===== src/rtl/sdio_dma_rd.sv =====
// rtl/sdio_dma_rd.sv - read-DMA engine draining the SD receive ping-pong buffers into a byte stream
// One block per buffer; returns buf_free per drained buffer and pulses done_irq at transfer end.
module sdio_dma_rd #(
   parameter int BUF_BYTES = 512,
   parameter int AW        = 9,
   parameter int HOLDOFF   = 6
) (
   input  logic          sclk,
   input  logic          rstn,
   input  logic          srst,
   input  logic          start,
   input  logic [15:0]   blk_cnt,
   input  logic          dma_auto_start,
   input  logic          buf0_rd_rdy,
   input  logic          buf1_rd_rdy,
   input  logic          dat_done,
   output logic          buf_free,
   output logic          buf_rd_en,
   output logic          buf_rd_sel,
   output logic [AW-1:0] buf_rd_addr,
   input  logic [7:0]    buf_rd_data,
   output logic          m_valid,
   output logic [7:0]    m_data,
   input  logic          m_ready,
   output logic          busy,
   output logic          done_irq,
   output logic          short_xfer,
   output logic [15:0]   blk_done
);
   localparam int HW = (HOLDOFF < 2) ? 1 : $clog2(HOLDOFF + 1);

   typedef enum logic [2:0] {IDLE, WAIT_RDY, XFER, FREE, DONE} state_t;

   state_t        state;
   logic [15:0]   blk_total;
   logic          dat_done_seen;
   logic [HW-1:0] holdoff;
   logic [AW:0]   rd_left;
   logic [AW:0]   tx_left;
   logic          rd_pend;
   logic [7:0]    fifo [2];
   logic          wr_ptr;
   logic          rd_ptr;
   logic [1:0]    occ;
   logic          hs;
   logic          sel_rdy;
   logic [2:0]    inflight;

   assign m_valid  = (occ != 2'd0);
   assign m_data   = fifo[rd_ptr];
   assign hs       = m_valid & m_ready;
   assign sel_rdy  = buf_rd_sel ? buf1_rd_rdy : buf0_rd_rdy;
   assign inflight = {1'b0, occ} + {2'b0, rd_pend};
   // A byte leaving this cycle frees a slot, which keeps 1 byte/cycle with m_ready held high.
   assign buf_rd_en = (state == XFER) && (rd_left != '0) && (inflight < 3'd2 + {2'b0, hs});

   always_ff @(posedge sclk or negedge rstn) begin
      if (!rstn) begin
         state <= IDLE;         blk_total <= '0;     blk_done <= '0;
         short_xfer <= 1'b0;    dat_done_seen <= 1'b0;
         holdoff <= '0;         rd_left <= '0;       tx_left <= '0;
         buf_rd_addr <= '0;     buf_rd_sel <= 1'b0;  rd_pend <= 1'b0;
         fifo[0] <= '0;         fifo[1] <= '0;
         wr_ptr <= 1'b0;        rd_ptr <= 1'b0;      occ <= '0;
         buf_free <= 1'b0;      done_irq <= 1'b0;    busy <= 1'b0;
      end else if (srst) begin
         state <= IDLE;         blk_total <= '0;     blk_done <= '0;
         short_xfer <= 1'b0;    dat_done_seen <= 1'b0;
         holdoff <= '0;         rd_left <= '0;       tx_left <= '0;
         buf_rd_addr <= '0;     buf_rd_sel <= 1'b0;  rd_pend <= 1'b0;
         fifo[0] <= '0;         fifo[1] <= '0;
         wr_ptr <= 1'b0;        rd_ptr <= 1'b0;      occ <= '0;
         buf_free <= 1'b0;      done_irq <= 1'b0;    busy <= 1'b0;
      end else begin
         buf_free <= 1'b0;
         done_irq <= 1'b0;
         rd_pend  <= buf_rd_en;
         if (buf_rd_en) begin
            buf_rd_addr <= buf_rd_addr + AW'(1);
            rd_left     <= rd_left - (AW+1)'(1);
         end
         if (rd_pend) begin
            fifo[wr_ptr] <= buf_rd_data;
            wr_ptr       <= ~wr_ptr;
         end
         if (hs) begin
            rd_ptr  <= ~rd_ptr;
            tx_left <= tx_left - (AW+1)'(1);
         end
         occ <= occ + {1'b0, rd_pend} - {1'b0, hs};
         if (dat_done && state != IDLE)
            dat_done_seen <= 1'b1;

         case (state)
            IDLE: begin
               if (start || dma_auto_start) begin
                  state         <= WAIT_RDY;
                  busy          <= 1'b1;
                  blk_total     <= blk_cnt;
                  blk_done      <= '0;
                  short_xfer    <= 1'b0;
                  dat_done_seen <= 1'b0;
                  buf_rd_sel    <= 1'b0;
                  holdoff       <= '0;
               end
            end
            WAIT_RDY: begin
               if (holdoff != '0) begin
                  holdoff <= holdoff - HW'(1);
               end else if (sel_rdy) begin
                  state       <= XFER;
                  rd_left     <= (AW+1)'(BUF_BYTES);
                  tx_left     <= (AW+1)'(BUF_BYTES);
                  buf_rd_addr <= '0;
               end else if (dat_done_seen) begin
                  state      <= DONE;
                  short_xfer <= 1'b1;
                  done_irq   <= 1'b1;
               end
            end
            XFER: begin
               if (hs && tx_left == (AW+1)'(1)) begin
                  state    <= FREE;
                  buf_free <= 1'b1;
               end
            end
            FREE: begin
               blk_done   <= blk_done + 16'd1;
               buf_rd_sel <= ~buf_rd_sel;
               // Ready levels lag buf_free by the sync round trip; ignore them for a while.
               holdoff    <= HW'(HOLDOFF);
               if (blk_done + 16'd1 == blk_total) begin
                  state    <= DONE;
                  done_irq <= 1'b1;
               end else begin
                  state <= WAIT_RDY;
               end
            end
            DONE: begin
               state <= IDLE;
               busy  <= 1'b0;
            end
            default: state <= IDLE;
         endcase
      end
   end
endmodule


===== config.mk =====
export PLATFORM = sky130hd
export DESIGN_NAME = sdio_dma_rd
export DESIGN_NICKNAME = d
export VERILOG_FILES = /design/src/rtl/sdio_dma_rd.sv
export SDC_FILE = /design/constraint.sdc
export NUM_CORES = 1
export LEC_CHECK = 0
export ABC_CLOCK_PERIOD_IN_PS = 2300
export BUFFER_PORTS_ARGS = -buffer_cell sky130_fd_sc_hd__buf_2
export CELL_PAD_IN_SITES_DETAIL_PLACEMENT = 1
export CELL_PAD_IN_SITES_GLOBAL_PLACEMENT = 2
export CORE_ASPECT_RATIO = 0.6
export CORE_MARGIN = 2
export CORE_UTILIZATION = 32
export DETAILED_ROUTE_END_ITERATION = 8
export PLACE_DENSITY_LB_ADDON = 0.1
export SYNTH_ARGS = -nofsm -noshare
export SYNTH_HDL_FRONTEND = slang
export SYNTH_SLANG_ARGS = --single-unit

===== constraint.sdc =====
create_clock -name sclk -period 2.3 [get_ports sclk]
set_input_delay 0.46 -clock sclk [delete_from_list [all_inputs] [get_ports sclk]]
set_output_delay 0.46 -clock sclk [all_outputs]
set_load 0.05 [all_outputs]

==> results by group <==
Setup path
  • Setup slack, reg-to-reg: 0.11 ns
  • CP cell instances: ha_1, ha_1, o21ai_1, o211ai_1, inv_1, buf_6
  • Most numerous cell on the critical path: ha_1
  • R2R depth: 7
  • Worst R2R Start: blk_done[0]$_DFFE_PN0P_
  • CP Launch Type: flip-flop
  • Nature of the critical path endpoint: output pin
  • Peak per-stage delay on the critical path: 0.40 ns
  • CP Buf/Inv Count: 2
  • CP max-delay cell: dfrtp_1
  • Req. time, crit path: 1.84 ns
  • Family with the most delay on the worst path: adder cells
  • RR Endpoint: state[2]$_DFFE_PN0P_
  • Crit-path max FO: 2
  • Arr. time, crit path: 1.76 ns
  • Crit Path Class: flip-flop to output pin

Drt
  • Number of DRC markers in iteration 0: 214
  • Drt wl/cell: 18.1 um
  • Final ANT Viol Nets: 0
  • Vias: 4,401
  • Vias per cell: 5.12
  • Final WL: 15.5 mm
  • Pre-antenna DRT Iters: 6
  • DRC: 3

CTS
  • CTS Buffer Depth: 2
  • CTS tree: yes
  • Worst skew pair latency: 0.34 ns
  • Root Driver: clkbuf_16
  • Clock sinks: 94
  • Worst-path clk slew: 0.07 ns
  • H-Tree Depth: 3
  • Clock buffer count from CTS: 9

Synth
  • Compound-cell area share of the yosys netlist: 14.2%
  • Mux cell area share after synthesis: 2.18%
  • Adder-cell share of the synthesized area: 2.69%
  • Largest area contributor in the netlist: dfrtp_1
  • Post-Synthesis Cells: 565
  • Syn_area_per_cell: 9.06 um2
  • Main combinational cell family by area after synthesis: simple AND/OR/NAND/NOR gates
  • Mapped Nets: 609
  • Register area share after synthesis: 46.0%
  • FFs w/ async S/R, synth: 100%
  • Top cell type's share of synthesized area: 46.0%
  • YS warnings: 0
  • Synth Register Bits: 94
  • Dominant synthesized flop cell: dfrtp_1
  • Xor-xnor portion of the synthesized cell area: 7.53%
  • Synth Area in Simple Gates: 23.6%
  • Main area contributors after synthesis: dfrtp_1 (46%), nand2_1 (5.3%), o21ai_0 (5.0%), xnor2_1 (4.4%), a21oi_1 (4.1%)
  • Count leader, synth: dfrtp_1
  • Post-synth EDFFs: 0
  • Most frequent cells after synthesis: dfrtp_1 (94), nand2_1 (72), o21ai_0 (51)
  • Yosys cell types: 54
  • Mapped Area: 5120 um2

Cells and area
  • Final net count: 695
  • N_diodes: 0
  • Share of layout cells above drive strength 1: 24.1%
  • P&R area growth vs syn: 22.1%
  • Flip-flop and latch area: 2360 um2
  • Multi-input combinational cell area: 2610 um2
  • Final design utilization: 40.3%
  • # fillers: 1,826
  • Finished Layout Cells: 859

Die
  • FP Rows: 35
  • Top Ports: 73
  • Die H: 102 um
  • Die Wd: 167 um
  • Die Footprint: 17,100 um2
  • Starting Density: 33.0%
  • Core Area: 15,500 um2

STA
  • Crit path time final: 2.22 ns
  • Hold Fails Final Rpt: 0
  • Setup violations, final: 0
  • Clock skew: 0.0107 ns
  • Setup slack after layout: 0.0815 ns
  • Rel. slew slack: 58.5%
  • RSZ-0062 raised after global routing: yes
  • Tcrit/Tclk final: 96.5%
  • Fmax: 0.451 GHz
  • Slew @ Worst Pin: 0.622 ns
  • Slew Limit Fails: 0
  • Setup TNS: 0 ns

Global routing
  • Initial antenna violation count: 0
  • Vias in the first global route: 4,471
  • Largest net degree at the start of global routing: 52
  • Total gr overflow: 0
  • Total track usage: 18.7%
  • First-pass GRT wire length: 24.8 mm

Placement
  • Place WS: 0.0597 ns
  • Post-DP HPWL: 11.6 mm
  • DP Cell Count: 839
  • GP Congestion: 0.924
  • IO Port Bufs: 72

Run status
  • Failing checks: DRC
  • Outcome: finished, violations left

Job
  • Max Cap Violations: 0

Power
  • Worst ir drop on vdd: 0.350 mV
  • Pwr Density: 831 nW/um2
  • Leakage: 2.85 nW

Worst hold path
  • Worst hold path class: input pin to asynchronous set/reset pin
state kept, by name, indices dropped and copies added, names as in the netlist, 2 cells and up:
register	cells
fifo	16
blk_done	16
state	3
buf_rd_addr	9
holdoff	3
tx_left	10
blk_total	16
occ	2
rd_left	10
per-layer routing:
metal / wire length [um] / GRT usage, % / vias to the layer above / part of all wire [%]
li1: - / - / 2140 / -
met1: 8760 / 30.1 / 2167 / 56
met2: 6040 / 26.2 / 89 / 39
met3: 658 / 3.18 / 5 / 4.2
met4: 82 / 3.28 / 0 / 0.53
met5: 0 / 0 / - / 0
worst register-to-register path: stages, from the launching register on:
cell	delay [ns]
dfrtp_2	0.36
ha_1	0.18
nand3_2	0.25
or4_4	0.64
o32ai_1	0.30
nor4_2	0.08
nand4_1	0.17
o21ai_1	0.08
worst max-delay path by stage:
stage / from / endpoint / slack (ns) / depth (start not counted)
finish: rd_pend$_DFF_PN0_ / buf_rd_en / 0.08 / 6
CTS: occ[0]$_DFF_PN0_ / buf_rd_en / 0.009 / 6
global placement: blk_done[2]$_DFFE_PN0P_ / done_irq$_DFF_PN0_ / 0.19 / 6
floorplan: blk_done[4]$_DFFE_PN0P_ / state[0]$_DFFE_PN0P_ / 0.004 / 7
detailed placement: blk_done[2]$_DFFE_PN0P_ / state[0]$_DFFE_PN0P_ / 0.06 / 6
global route: rd_left[0]$_DFF_PN0_ / buf_rd_en / -0.05 / 6
stage by stage:
step | total power [mW] | hold slack (ns) | instance area [um2]
2_1_floorplan | 3.06 | 0.164 | 5120
3_3_place_gp | 3.55 | 0.427 | 5860
3_5_place_dp | 3.59 | 0.424 | 5860
4_1_cts | 5.22 | 0.0535 | 6190
5_1_grt | 5.52 | 0.0617 | 6250
6_report | 5.19 | 0.0461 | 6250
power breakdown:
group	switching [mW]	leakage [nW]	total (mW)	internal, mW
logic	0.895	1.42	1.50	0.600
registers	0.251	1.28	2.10	1.85
clock network	0.679	0.153	1.59	0.913
total	1.82	2.85	5.19	3.37
kinds of logic (layout without fill, tap and decap cells):
kind of cell / after synthesis / count (layout)
buffers and inverters: 49 / 140
XOR/XNOR: 44 / 44
AND/OR/NAND/NOR: 231 / 231
multiplexers: 10 / 10
flip-flops: 94 / 94
AO/OA/AOI/OAI: 126 / 126
adder cells (fa/ha/maj): 11 / 11
cells in the final DEF, fill, tap and decap left out, drive strengths merged, types with 3 or more instances in the layout:
master	instances
or3	7
o211ai	3
ha	11
dfrtp	94
nand4	10
mux2	9
a211oi	3
nor4	12
inv	18
o41ai	3
xnor2	26
o31ai	4
nor2b	6
nor2	47
a21oi	42
xor2	18
nand3	25
buf	108
o21ai	54
clkbuf	11
nand2	72
nor3	11
or4	4
or2	3
nand2b	23
nand4b	3
final cells by class:
type | count | area share, %
clock inverters | 5 | 1.02
repair buffers | 108 | 10.4
clock buffers | 11 | 4.04
multi-input cells | 422 | 41.8
well taps | 203 | 4.06
flip-flops and latches | 94 | 37.7
inverters | 16 | 0.961
what timing repair did:
action	in CTS	in global routing
buffers inserted	1	3
endpoints found under the setup margin	1	4
resized for setup	3	9
pin swaps	0	3
hold buffers	0	0
hold endpoints to repair	0	0
No activity file was read; power rests on OpenSTA's default activity.
